--- config.mk ---
export PLATFORM = sky130hd
export DESIGN_NAME = dpram_port_arbiter_flat
export DESIGN_NICKNAME = d
export VERILOG_FILES = /design/src/rtl/dpram_port_arbiter_pkg.sv /design/src/rtl/dpram_port_arbiter_if.sv /design/src/rtl/dpram_port_arbiter_rr_arb2.sv /design/src/rtl/dpram_port_arbiter.sv /design/src/flat_wrapper.sv
export SDC_FILE = /design/constraint.sdc
export NUM_CORES = 1
export LEC_CHECK = 0
export ABC_AREA = 1
export CORE_ASPECT_RATIO = 0.75
export CORE_UTILIZATION = 34
export DETAILED_ROUTE_END_ITERATION = 8
export PLACE_DENSITY = 0.9
export RECOVER_POWER = 100
export SETUP_SLACK_MARGIN = 0.4
export SLEW_MARGIN = 10
export SYNTH_ARGS = -nofsm -noshare
export SYNTH_HDL_FRONTEND = slang
export SYNTH_SLANG_ARGS = --single-unit
export TNS_END_PERCENT = 1
--- constraint.sdc ---
create_clock -name clk -period 1.2 [get_ports clk]
set_input_delay 0.18 -clock clk [delete_from_list [all_inputs] [get_ports clk]]
set_output_delay 0.18 -clock clk [all_outputs]
set_load 0.05 [all_outputs]
--- src/rtl/dpram_port_arbiter_pkg.sv ---
`default_nettype none
// ============================================================================
// Module      : dpram_arb_pkg
// Description : Shared types and constants for dpram_port_arbiter.
//               Requester IDs, the RAM read latency and the in-flight tag
//               layout that tracks commands on their way through the RAM.
// Revision    : 1.0 - initial release
// ============================================================================
package dpram_arb_pkg;

    localparam logic ID_M0  = 1'b0;
    localparam logic ID_M1  = 1'b1;

    // Registered-read latency of the shared RAM port
    localparam int   RD_LAT = 1;

    typedef struct packed {
        logic valid;
        logic id;
        logic is_read;
    } tag_t;

    localparam int TAG_W = $bits(tag_t);

    // A tag returns data to requester `id` only if it is a live read
    function automatic logic tag_hit(input tag_t t, input logic id);
        return t.valid && t.is_read && (t.id == id);
    endfunction

endpackage
`default_nettype wire

--- src/rtl/dpram_port_arbiter_if.sv ---
`default_nettype none
// ============================================================================
// Module      : dpram_port_arbiter_if
// Description : Bundles both requester handshakes and the shared RAM port.
//   m0_/m1_ req, we, addr, wdata : requester -> arbiter command
//   m0_/m1_ gnt                  : arbiter -> requester, command accepted
//   m0_/m1_ rvalid, rdata        : arbiter -> requester, read return
//   ram_en, ram_we, ram_addr, ram_din : arbiter -> RAM (registered)
//   ram_dout                     : RAM -> arbiter
//   modport slave  : arbiter side
//   modport master : requesters + RAM side
// Revision    : 1.0 - initial release
// ============================================================================
interface dpram_port_arbiter_if #(
    parameter int DATA_WIDTH = 32,
    parameter int ADDR_WIDTH = 8
);
    logic                  m0_req,    m1_req;
    logic                  m0_we,     m1_we;
    logic [ADDR_WIDTH-1:0] m0_addr,   m1_addr;
    logic [DATA_WIDTH-1:0] m0_wdata,  m1_wdata;
    logic                  m0_gnt,    m1_gnt;
    logic                  m0_rvalid, m1_rvalid;
    logic [DATA_WIDTH-1:0] m0_rdata,  m1_rdata;
    logic                  ram_en;
    logic                  ram_we;
    logic [ADDR_WIDTH-1:0] ram_addr;
    logic [DATA_WIDTH-1:0] ram_din;
    logic [DATA_WIDTH-1:0] ram_dout;

    modport slave (
        input  m0_req, m0_we, m0_addr, m0_wdata,
        input  m1_req, m1_we, m1_addr, m1_wdata,
        output m0_gnt, m1_gnt, m0_rvalid, m1_rvalid, m0_rdata, m1_rdata,
        output ram_en, ram_we, ram_addr, ram_din,
        input  ram_dout
    );

    modport master (
        output m0_req, m0_we, m0_addr, m0_wdata,
        output m1_req, m1_we, m1_addr, m1_wdata,
        input  m0_gnt, m1_gnt, m0_rvalid, m1_rvalid, m0_rdata, m1_rdata,
        input  ram_en, ram_we, ram_addr, ram_din,
        output ram_dout
    );

endinterface
`default_nettype wire

--- src/rtl/dpram_port_arbiter_rr_arb2.sv ---
`default_nettype none
// ============================================================================
// Module      : rr_arb2
// Description : Two-way round-robin grant with last-served memory.
//   clk, rst          : clock, synchronous active-high reset
//   i_req0, i_req1    : requests
//   o_gnt0, o_gnt1    : one-hot (or zero) grant, combinational from
//                       requests and the last-served register
// Revision    : 1.0 - initial release
// ============================================================================
module rr_arb2
    import dpram_arb_pkg::*;
(
    input  logic clk,
    input  logic rst,
    input  logic i_req0,
    input  logic i_req1,
    output logic o_gnt0,
    output logic o_gnt1
);

    logic r_last_served;

    // On a tie the requester that was not served last wins
    always_comb begin
        o_gnt0 = 1'b0;
        o_gnt1 = 1'b0;
        if (!rst) begin
            if (i_req0 && (!i_req1 || (r_last_served == ID_M1))) begin
                o_gnt0 = 1'b1;
            end else if (i_req1) begin
                o_gnt1 = 1'b1;
            end
        end
    end

    // Reset to m1 so that m0 takes the first tie
    always_ff @(posedge clk) begin
        if (rst) begin
            r_last_served <= ID_M1;
        end else if (o_gnt0) begin
            r_last_served <= ID_M0;
        end else if (o_gnt1) begin
            r_last_served <= ID_M1;
        end
    end

endmodule
`default_nettype wire

--- src/rtl/dpram_port_arbiter.sv ---
`default_nettype none
// ============================================================================
// Module      : dpram_port_arbiter
// Description : Shares one port of a 1-cycle registered-read RAM between two
//               single-beat requesters. The winning command is registered
//               onto the RAM port; a tag pipeline routes the read data back
//               to its owner two cycles after the grant.
//   clk  : single clock, also clocks the RAM port
//   rst  : synchronous active-high reset
//   bus  : dpram_port_arbiter_if.slave (requester handshakes + RAM port)
// Revision    : 1.0 - initial release
// ============================================================================
module dpram_port_arbiter
    import dpram_arb_pkg::*;
#(
    parameter int DATA_WIDTH = 32,
    parameter int ADDR_WIDTH = 8
) (
    input  logic                 clk,
    input  logic                 rst,
    dpram_port_arbiter_if.slave  bus
);

    logic                  w_gnt0;
    logic                  w_gnt1;
    logic                  w_any_gnt;
    logic                  w_sel_id;
    logic                  w_sel_we;
    logic [ADDR_WIDTH-1:0] w_sel_addr;
    logic [DATA_WIDTH-1:0] w_sel_wdata;

    logic                  r_ram_en;
    logic                  r_ram_we;
    logic [ADDR_WIDTH-1:0] r_ram_addr;
    logic [DATA_WIDTH-1:0] r_ram_din;

    // Stage 0 rides alongside the RAM access, stage RD_LAT lines up with
    // ram_dout
    tag_t                  r_tag [RD_LAT+1];

    rr_arb2 u_rr_arb2 (
        .clk    (clk),
        .rst    (rst),
        .i_req0 (bus.m0_req),
        .i_req1 (bus.m1_req),
        .o_gnt0 (w_gnt0),
        .o_gnt1 (w_gnt1)
    );

    assign w_any_gnt   = w_gnt0 | w_gnt1;
    assign w_sel_id    = w_gnt1 ? ID_M1 : ID_M0;
    assign w_sel_we    = w_gnt1 ? bus.m1_we    : bus.m0_we;
    assign w_sel_addr  = w_gnt1 ? bus.m1_addr  : bus.m0_addr;
    assign w_sel_wdata = w_gnt1 ? bus.m1_wdata : bus.m0_wdata;

    always_ff @(posedge clk) begin
        if (rst) begin
            r_ram_en   <= 1'b0;
            r_ram_we   <= 1'b0;
            r_ram_addr <= '0;
            r_ram_din  <= '0;
            for (int i = 0; i <= RD_LAT; i++) begin
                r_tag[i] <= '0;
            end
        end else begin
            r_ram_en <= w_any_gnt;
            r_ram_we <= w_any_gnt & w_sel_we;
            // Address and data hold their last value on idle cycles
            if (w_any_gnt) begin
                r_ram_addr <= w_sel_addr;
                r_ram_din  <= w_sel_wdata;
            end
            r_tag[0] <= '{valid: w_any_gnt, id: w_sel_id, is_read: ~w_sel_we};
            for (int i = 1; i <= RD_LAT; i++) begin
                r_tag[i] <= r_tag[i-1];
            end
        end
    end

    assign bus.m0_gnt    = w_gnt0;
    assign bus.m1_gnt    = w_gnt1;
    assign bus.ram_en    = r_ram_en;
    assign bus.ram_we    = r_ram_we;
    assign bus.ram_addr  = r_ram_addr;
    assign bus.ram_din   = r_ram_din;

    // Only one tag reaches the last stage per cycle, so at most one rvalid
    assign bus.m0_rvalid = tag_hit(r_tag[RD_LAT], ID_M0);
    assign bus.m1_rvalid = tag_hit(r_tag[RD_LAT], ID_M1);
    assign bus.m0_rdata  = bus.ram_dout;
    assign bus.m1_rdata  = bus.ram_dout;

endmodule
`default_nettype wire

--- src/flat_wrapper.sv ---
// flat-port wrapper written by rule: the top's interface ports become plain ports
module dpram_port_arbiter_flat import dpram_arb_pkg::*;
#(
    parameter int DATA_WIDTH = 32,
    parameter int ADDR_WIDTH = 8
)
  (clk, rst, bus_m0_req, bus_m0_we, bus_m0_addr, bus_m0_wdata, bus_m1_req, bus_m1_we, bus_m1_addr, bus_m1_wdata, bus_m0_gnt, bus_m1_gnt, bus_m0_rvalid, bus_m1_rvalid, bus_m0_rdata, bus_m1_rdata, bus_ram_en, bus_ram_we, bus_ram_addr, bus_ram_din, bus_ram_dout);
  dpram_port_arbiter_if #(.DATA_WIDTH(DATA_WIDTH), .ADDR_WIDTH(ADDR_WIDTH)) bus_i ();
  input  logic clk;
  input  logic rst;
  input wire logic [$bits(bus_i.m0_req)-1:0] bus_m0_req;
  input wire logic [$bits(bus_i.m0_we)-1:0] bus_m0_we;
  input wire logic [$bits(bus_i.m0_addr)-1:0] bus_m0_addr;
  input wire logic [$bits(bus_i.m0_wdata)-1:0] bus_m0_wdata;
  input wire logic [$bits(bus_i.m1_req)-1:0] bus_m1_req;
  input wire logic [$bits(bus_i.m1_we)-1:0] bus_m1_we;
  input wire logic [$bits(bus_i.m1_addr)-1:0] bus_m1_addr;
  input wire logic [$bits(bus_i.m1_wdata)-1:0] bus_m1_wdata;
  output wire logic [$bits(bus_i.m0_gnt)-1:0] bus_m0_gnt;
  output wire logic [$bits(bus_i.m1_gnt)-1:0] bus_m1_gnt;
  output wire logic [$bits(bus_i.m0_rvalid)-1:0] bus_m0_rvalid;
  output wire logic [$bits(bus_i.m1_rvalid)-1:0] bus_m1_rvalid;
  output wire logic [$bits(bus_i.m0_rdata)-1:0] bus_m0_rdata;
  output wire logic [$bits(bus_i.m1_rdata)-1:0] bus_m1_rdata;
  output wire logic [$bits(bus_i.ram_en)-1:0] bus_ram_en;
  output wire logic [$bits(bus_i.ram_we)-1:0] bus_ram_we;
  output wire logic [$bits(bus_i.ram_addr)-1:0] bus_ram_addr;
  output wire logic [$bits(bus_i.ram_din)-1:0] bus_ram_din;
  input wire logic [$bits(bus_i.ram_dout)-1:0] bus_ram_dout;
  assign bus_i.m0_req = bus_m0_req;
  assign bus_i.m0_we = bus_m0_we;
  assign bus_i.m0_addr = bus_m0_addr;
  assign bus_i.m0_wdata = bus_m0_wdata;
  assign bus_i.m1_req = bus_m1_req;
  assign bus_i.m1_we = bus_m1_we;
  assign bus_i.m1_addr = bus_m1_addr;
  assign bus_i.m1_wdata = bus_m1_wdata;
  assign bus_m0_gnt = bus_i.m0_gnt;
  assign bus_m1_gnt = bus_i.m1_gnt;
  assign bus_m0_rvalid = bus_i.m0_rvalid;
  assign bus_m1_rvalid = bus_i.m1_rvalid;
  assign bus_m0_rdata = bus_i.m0_rdata;
  assign bus_m1_rdata = bus_i.m1_rdata;
  assign bus_ram_en = bus_i.ram_en;
  assign bus_ram_we = bus_i.ram_we;
  assign bus_ram_addr = bus_i.ram_addr;
  assign bus_ram_din = bus_i.ram_din;
  assign bus_i.ram_dout = bus_ram_dout;
  dpram_port_arbiter #(.DATA_WIDTH(DATA_WIDTH), .ADDR_WIDTH(ADDR_WIDTH)) u_core (.clk(clk), .rst(rst), .bus(bus_i));
endmodule
Word level (Yosys, flattened, before mapping). Memories as Yosys holds them, arrays and structs flattened. Cells that the tools add are included.

Muxes and demuxes: 16. Bitwise operators: 6. Reductions and logical operators: 7.

Operators by type and width (number): two-way mux 32 bit (1); two-way mux 1 bit (12); two-way mux 8 bit (1); two-way mux 3 bit (2); logical AND 1 bit (4); OR 1 bit (3); inverter 1 bit (2); nonzero test 2 bit (1); bitwise AND 1 bit (1); zero test 1 bit (1); logical OR 1 bit (1).

Register bits after elaboration: 43. RAM bits: 6. Memories kept: 1.

Memory list: u_core.r_tag (depth 2, bits a word 3, rd ports 2, clocked after Yosys merged registers in 0, wr ports 2, line dpram_port_arbiter.sv:39) `tag_t r_tag [RD_LAT+1];`.

Logic depth before layout (Yosys ltp). Gate-level depths: netlist of the first run.

Word-level depth: 8. Mapped depth: 9.

Cells and area by module. A second synthesis of the first run with hierarchy kept.

Cell total of the unflattened synthesis: 404. Area total of the unflattened synthesis: 2738.9 µm².

Modules (own cells, without submodules): dpram_port_arbiter (instances 1, cells each 393, area an instance 2671.3 µm², sequential area each 940.9 µm²); rr_arb2 (instances 1, cells each 11, area an instance 67.6 µm², sequential area each 20.0 µm²).

Worst setup path after synthesis of the first run. OpenSTA, ideal clock, no wires.

Kind: reg-to-output. Start: register u_core.u_rr_arb2.r_last_served. End: output bus_m0_gnt. Data arrival time: 1065 ps. Data required time: 1020 ps. Slack: -45 ps. Stages on the path, launching flop included: 6. Path buffers: 1. Cell sequence: dfxtp_1 > inv_1 > nand2_1 > nand3_2 > clkbuf_1 > inv_1.

Word-level cells in the longest chain between the ends: 4.

RTL lines: start, declared (line dpram_port_arbiter_rr_arb2.sv:22) `logic r_last_served;`; start signal, assigned (line dpram_port_arbiter_rr_arb2.sv:40) `r_last_served <= ID_M1;`; start signal, assigned (line dpram_port_arbiter_rr_arb2.sv:42) `r_last_served <= ID_M0;`; start signal, assigned (line dpram_port_arbiter_rr_arb2.sv:44) `r_last_served <= ID_M1;`; logical OR 1 bit (line dpram_port_arbiter_rr_arb2.sv:29) `if (i_req0 && (!i_req1 || (r_last_served == ID_M1))) begin`; logical AND 1 bit (line dpram_port_arbiter_rr_arb2.sv:29); two-way mux 1 bit (line dpram_port_arbiter_rr_arb2.sv:29); two-way mux 1 bit (line dpram_port_arbiter_rr_arb2.sv:28) `if (!rst) begin`; end, declared (line flat_wrapper.sv:19) `output wire logic [$bits(bus_i.m0_gnt)-1:0] bus_m0_gnt;`.

No other way between the ends.

Worst setup path in the final report of the first run. Ends and elaborated chain as after synthesis.

==> metrics.txt, run 1 <==
max-cap viol count=0; Final WS setup=-102 ps; PwrDens=1160 mW/mm^2; Final Cell Area=0.00440 sq mm; Hold Fails Final Rpt=0; Slew @ Worst Pin=316 ps; Place WS=-533 ps; Mapped Area=0.00289 sq mm; Worst EP arrival=1120 ps; Die Area=0.00888 sq mm; H-tree levels=2; YS warnings=0; DRT Pass-1 Iters=4; Setup crit start kind=flip-flop; final antenna-violating net count=0; DR WL/cell=14.4 um; status=complete, but fails checks; die height=81.9 um; total number of vias=3022; Total Routing Usage GR=20.1%; Nets=642; largest net degree at the start of global routing=59; area delta synth->final=52.0%; Worst Reg-to-Reg Cells=8; Required @ worst endpoint=1020 ps; post-synth cell types=17; PortBufs=131; Max clock buf depth=2; commonest cells after routing, fill and taps aside=nand2_1, clkdlybuf4s50_1, dfxtp_1; setup TNS=-470 ps; Leakage=2.15 nW; Clk Latency, worst-skew pair=280 ps; initial antenna violation count=0; Placed Area=0.00439 sq mm; share of Yosys cell area claimed by the top area cell type=33.2%; layout cell share with drive strength beyond 1=20.2%; n_diodes=0; reg2reg start=u_core.u_rr_arb2.r_last_served; Final Non-Filler Cells=629; failing checks=setup timing; Hold Path Stages=0; hold-fix buffers at CTS=0; syn_nets=569; final estimated routing congestion in global placement=0.761; Mapped Cells=451; Yosys reg bits=48; Worst VDD drop=0.000524 V; Hold Crit Class=in -> out; Hold Slack=360 ps; fmax=768 MHz; commonest non-fill, non-tap cell in the layout=nand2_1; Max Slew Vio Count=0; slew margin rel.=79.0%; HP Start=bus_ram_dout[16]; synth top area cells=dfxtp_1, nand2_1, buf_4; core area=0.00806 sq mm; placed cell count=609; aggregate routed wire length=9040 um; Overflow after GRT=0; Reg2Reg Capture Point=u_core.bus.ram_din[12]; reg-to-reg slack, setup=-80 ps; post-DR vias/cell=4.80; overall power=5.11 mW; Die Wd=109 um; Mapped Avg Cell Area=6.41 sq um; CTS clk-pin slew, worst paths=60 ps; Initial Util=35.9%; sequential area share after synthesis=33.2%; first-pass GRT wire length=13900 um; CTS tree=yes; clock root buffer master=clkbuf_16; Post-route DRC=0; drt initial violations=103; Hold Path End=bus_m0_rdata[16]; CTS buffer count=5; Final Skew=2.79 ps; crit end category=primary output; Final Cycle Share=109%; Synth area leader=dfxtp_1; RSZ-0062 raised after global routing=true; post-layout util=54.6%; final worst path period need=1300 ps; HPWL after DPL=6330 um; Worst Path Max Fanout=2; clk sinks=48; FP Rows=28; Final setup violation count=19; vias in the first global route=2924; I/O pins=228; Crit Path Class=reg -> out
## logic make-up after synthesis
| family | Yosys count | synth area share (%) |
|---|---|---|
| DFF | 48 | 33.2 |
| and+or+nand+nor | 276 | 40.6 |
| AOI/OAI and AO/OA | 2 | 0.432 |
| buffers and inverters | 125 | 25.7 |
## repair_timing
action | in CTS | in global routing
setup buffers | 10 | 2
pin swaps | 4 | 5
cloned | 1 | 0
resized for setup | 46 | 12
setup endpoints to repair | 91 | 91
## metal layers
layer,vias to the layer above,global-route usage [%],share of wire (%)
met4,0,5.54,1.3
met1,1367,22.2,40
met2,153,36.1,49
met5,-,0,0
met3,13,7.78,9.8
li1,1489,-,-
## cell type report
type | instances | area (sq um)
Clock buffer | 7 | 153
Fill cell | 761 | 3660
Inverter | 32 | 135
Multi-Input combinational cell | 278 | 1260
Sequential cell | 48 | 970
Tap cell | 105 | 131
Timing Repair Buffer | 158 | 1740
Timing Repair inverter | 1 | 8.76
## state kept, by name (all words and copies together) (netlist names)
register	cells
u_core.bus.ram_din	32
u_core.bus.ram_we	1
u_core.r_tag	6
u_core.bus.ram_addr	8
u_core.u_rr_arb2.r_last_served	1
## critical path: stages (launching register included)
cell      delay (ps)
dfxtp_2          350
inv_2             50
nand2_4           60
nand3_4           80
buf_12           130
clkinv_4          40
buf_12           120
## synthesized netlist by cell type, drive strengths merged
cell    instances
inv            31
nand3          23
o211ai          1
clkinv          1
nand2         165
clkbuf         12
buf            81
nor2           48
nand4          40
a21oi           1
dfxtp          48
## report_power, final
group	internal (mW)	switching, mW
logic	0.814	1.01
clock network	0.874	0.553
registers	1.74	0.115
total	3.43	1.68
## how the worst max path moves through the flow
| stage | start | endpoint | depth (start not counted) |
|---|---|---|---|
| 2_1_floorplan | u_core.u_rr_arb2.r_last_served | u_core.bus.ram_din[10] | 9 |
| 4_1_cts | u_core.u_rr_arb2.r_last_served | bus_m0_gnt | 6 |
| 3_5_place_dp | rst | u_core.bus.ram_din[26] | 9 |
| 6_report | u_core.u_rr_arb2.r_last_served | bus_m0_gnt | 6 |
| 5_1_grt | u_core.u_rr_arb2.r_last_served | u_core.bus.ram_din[12] | 8 |
| 3_3_place_gp | rst | u_core.bus.ram_din[16] | 9 |
(Power assumes the default switching activity.)
==> inputs of run 2 (changes only) <==
Settings changed: SETUP_SLACK_MARGIN 0.4 to 0.1, TNS_END_PERCENT 1 to 30.
==> run 2 against run 1 <==
Net effect:
- sequential power about the same
- highest routed layer unchanged
- critical path depth is the same
- fmax shrank 0.10%
- die area stayed put
- the flow still finishes with violations (setup timing)
- clock skew grew 3.2 ps
- sequential share of layout area down 1.5 points
- core utilization is 3.9 points higher
==> metrics.txt, run 2 (synthesized netlist as in run 1, its figures left out) <==
Final WS setup=-103 ps (-1.32 ps); H-tree levels=2 (unchanged); sequential share of power=34.1% (-2.2 points); drt initial violations=100 (-2.9%); Final Cycle Share=109% (+0.11 points); core area=0.00806 sq mm (unchanged); Slew @ Worst Pin=335 ps (+18.6 ps); final worst path period need=1300 ps (+1.32 ps); CTS clk-pin slew, worst paths=70 ps (about the same); Leakage=2.24 nW (+4.4%); Post-route DRC=0 (unchanged); die height=81.9 um (unchanged); vias in the first global route=2911 (-0.44%); Worst EP arrival=1120 ps (about the same); PwrDens=1170 mW/mm^2 (+1.1%); DRT Pass-1 Iters=4 (unchanged); CP max stage delay=330 ps (-20 ps); commonest cells after routing, fill and taps aside=nand2_1, clkdlybuf4s50_1, buf_12; initial antenna violation count=0 (unchanged); Final Skew=5.99 ps (+3.20 ps); layout cell share with drive strength beyond 1=19.7% (-0.53 points); Comb pwr share=36.3% (+0.6 points); Required @ worst endpoint=1020 ps (about the same); setup TNS=-1150 ps (-683 ps); FP Rows=28 (unchanged); clk sinks=48 (unchanged); Clk Latency, worst-skew pair=290 ps (about the same); clock root buffer master=clkbuf_16; Hold Fails Final Rpt=0 (unchanged); slew margin rel.=77.7% (-1.3 points); Die Area=0.00888 sq mm (unchanged); PortBufs=131 (unchanged); Crit Path Class=reg -> out; Sw Pwr=1.80 mW (+7.2%); internal power=3.73 mW (+8.8%); CTS tree=yes; Die Wd=109 um (unchanged); CTS buffer count=5 (unchanged); aggregate routed wire length=8910 um (-1.5%); max reg flops=32 (unchanged); Max clock buf depth=2 (unchanged); final antenna-violating net count=0 (unchanged); # fillers=692 (-9.1%); HPWL after DPL=6390 um (+0.92%); Max Slew Vio Count=0 (unchanged); n_diodes=0 (unchanged); area delta synth->final=62.9%; CP max stage cell=dfxtp_2; Nets=640 (-0.31%); Worst path most repeated cell=buf_12; first-pass GRT wire length=13800 um (-0.80%); Initial Util=35.9% (unchanged); Final Non-Filler Cells=628 (-0.16%); reg-to-reg slack, setup=-60 ps (+20 ps); final estimated routing congestion in global placement=0.766 (+0.66%); RSZ-0062 raised after global routing=true; status=complete, but fails checks; placed cell count=611 (+0.33%); fmax=767 MHz (-0.10%); DR WL/cell=14.2 um (-1.3%); Final setup violation count=25 (+6); post-DR vias/cell=4.85 (+0.89%); Worst Path Max Fanout=2 (unchanged); clock group share of total power=29.6% (+1.7 points); Overflow after GRT=0 (unchanged); Switching Fraction=32.5% (-0.33 points); Total Routing Usage GR=20.0% (-0.11 points); I/O pins=228 (unchanged); commonest non-fill, non-tap cell in the layout=nand2_1; hold-fix buffers at CTS=0 (unchanged); Worst VDD drop=0.000646 V (+23%); critical path, cell by cell=inv_2 > nand2_4 > nand3_4 > buf_12 > clkinv_4 > buf_12; max-cap viol count=0 (unchanged); Hold Crit Class=in -> out; total number of vias=3044 (+0.73%); largest net degree at the start of global routing=55 (-6.8%); Setup crit start kind=flip-flop; failing checks=setup timing; crit end category=primary output
[run 2: cell types whose count changed in the layout (fill, tap and decap cells not counted), moves of 2 or more]
cell	delta
buf_12	+22
clkbuf_2	-20
buf_6	-5
clkbuf_8	-2
clkinv_4	+2
[run 2: final timing paths]
check	start	end	cells after the start
max	u_core.u_rr_arb2.r_last_served	bus_m0_gnt	6
max reg2reg	u_core.u_rr_arb2.r_last_served	u_core.bus.ram_din[26]	9
min	bus_ram_dout[13]	bus_m0_rdata[13]	0
min reg2reg	u_core.r_tag[0][1]	u_core.r_tag[0][4]	2
[run 2: cell type report]
cell class	count	area [sq um]	area share [%]
timing repair buffer	156	2050	43.6
multi-input combinational	278	1250	26.5
sequential	48	966	20.5
inverter	32	133	2.81
tap	105	131	2.79
clock buffer	5	125	2.66
clock inverter	3	47.5	1.01
timing repair inverter	1	6.26	0.133
[run 2: repair_timing]
item,4_1_cts,5_1_grt
endpoints found under the setup margin,47,47
gates resized for setup,17,16
setup buffers,6,1
gates cloned,1,1
pin swaps,5,3
[run 2: critical path, delay by kind of cell (launching register included)]
kind	cells	cell delay [ps]
buf+inv	4	350
flops	1	330
simple gates	2	140
[run 2: per-stage QoR]
stage          power [mW]  area, sq um  setup WS [ps]  util, %  hold WS, ps
4_1_cts              5.56         4650           -122     57.7          347
5_1_grt              5.79         4710           -142     58.5          360
6_report             5.53         4710           -103     58.5          360
2_1_floorplan        3.35         2910           21.9        -          251
3_5_place_dp         3.87         4390           -510     54.4          360
3_3_place_gp         3.82         4390           -448     54.4          360
[run 2: routing by layer]
metal  track usage [%]  vias up  wire, um
li1                  -     1482         -
met5                 0        -         0
met4              6.89        0       159
met2              36.0      172      4330
met3              7.54       21       952
met1              21.6     1369      3470
[run 2: power groups by stage]
stage / registers, mW / logic, mW / clock network [mW]
6_report: 1.89 / 2.01 / 1.64
3_5_place_dp: 1.92 / 1.95 / 0
4_1_cts: 1.88 / 1.99 / 1.68
5_1_grt: 1.90 / 2.14 / 1.76
3_3_place_gp: 1.91 / 1.91 / 0
2_1_floorplan: 2.29 / 1.06 / 0
==> inputs of run 3 (changes only) <==
Settings changed: CAP_MARGIN from default to 0.
==> results of run 3 <==
No change in the layout: final DEF, timing and power equal those of run 2.
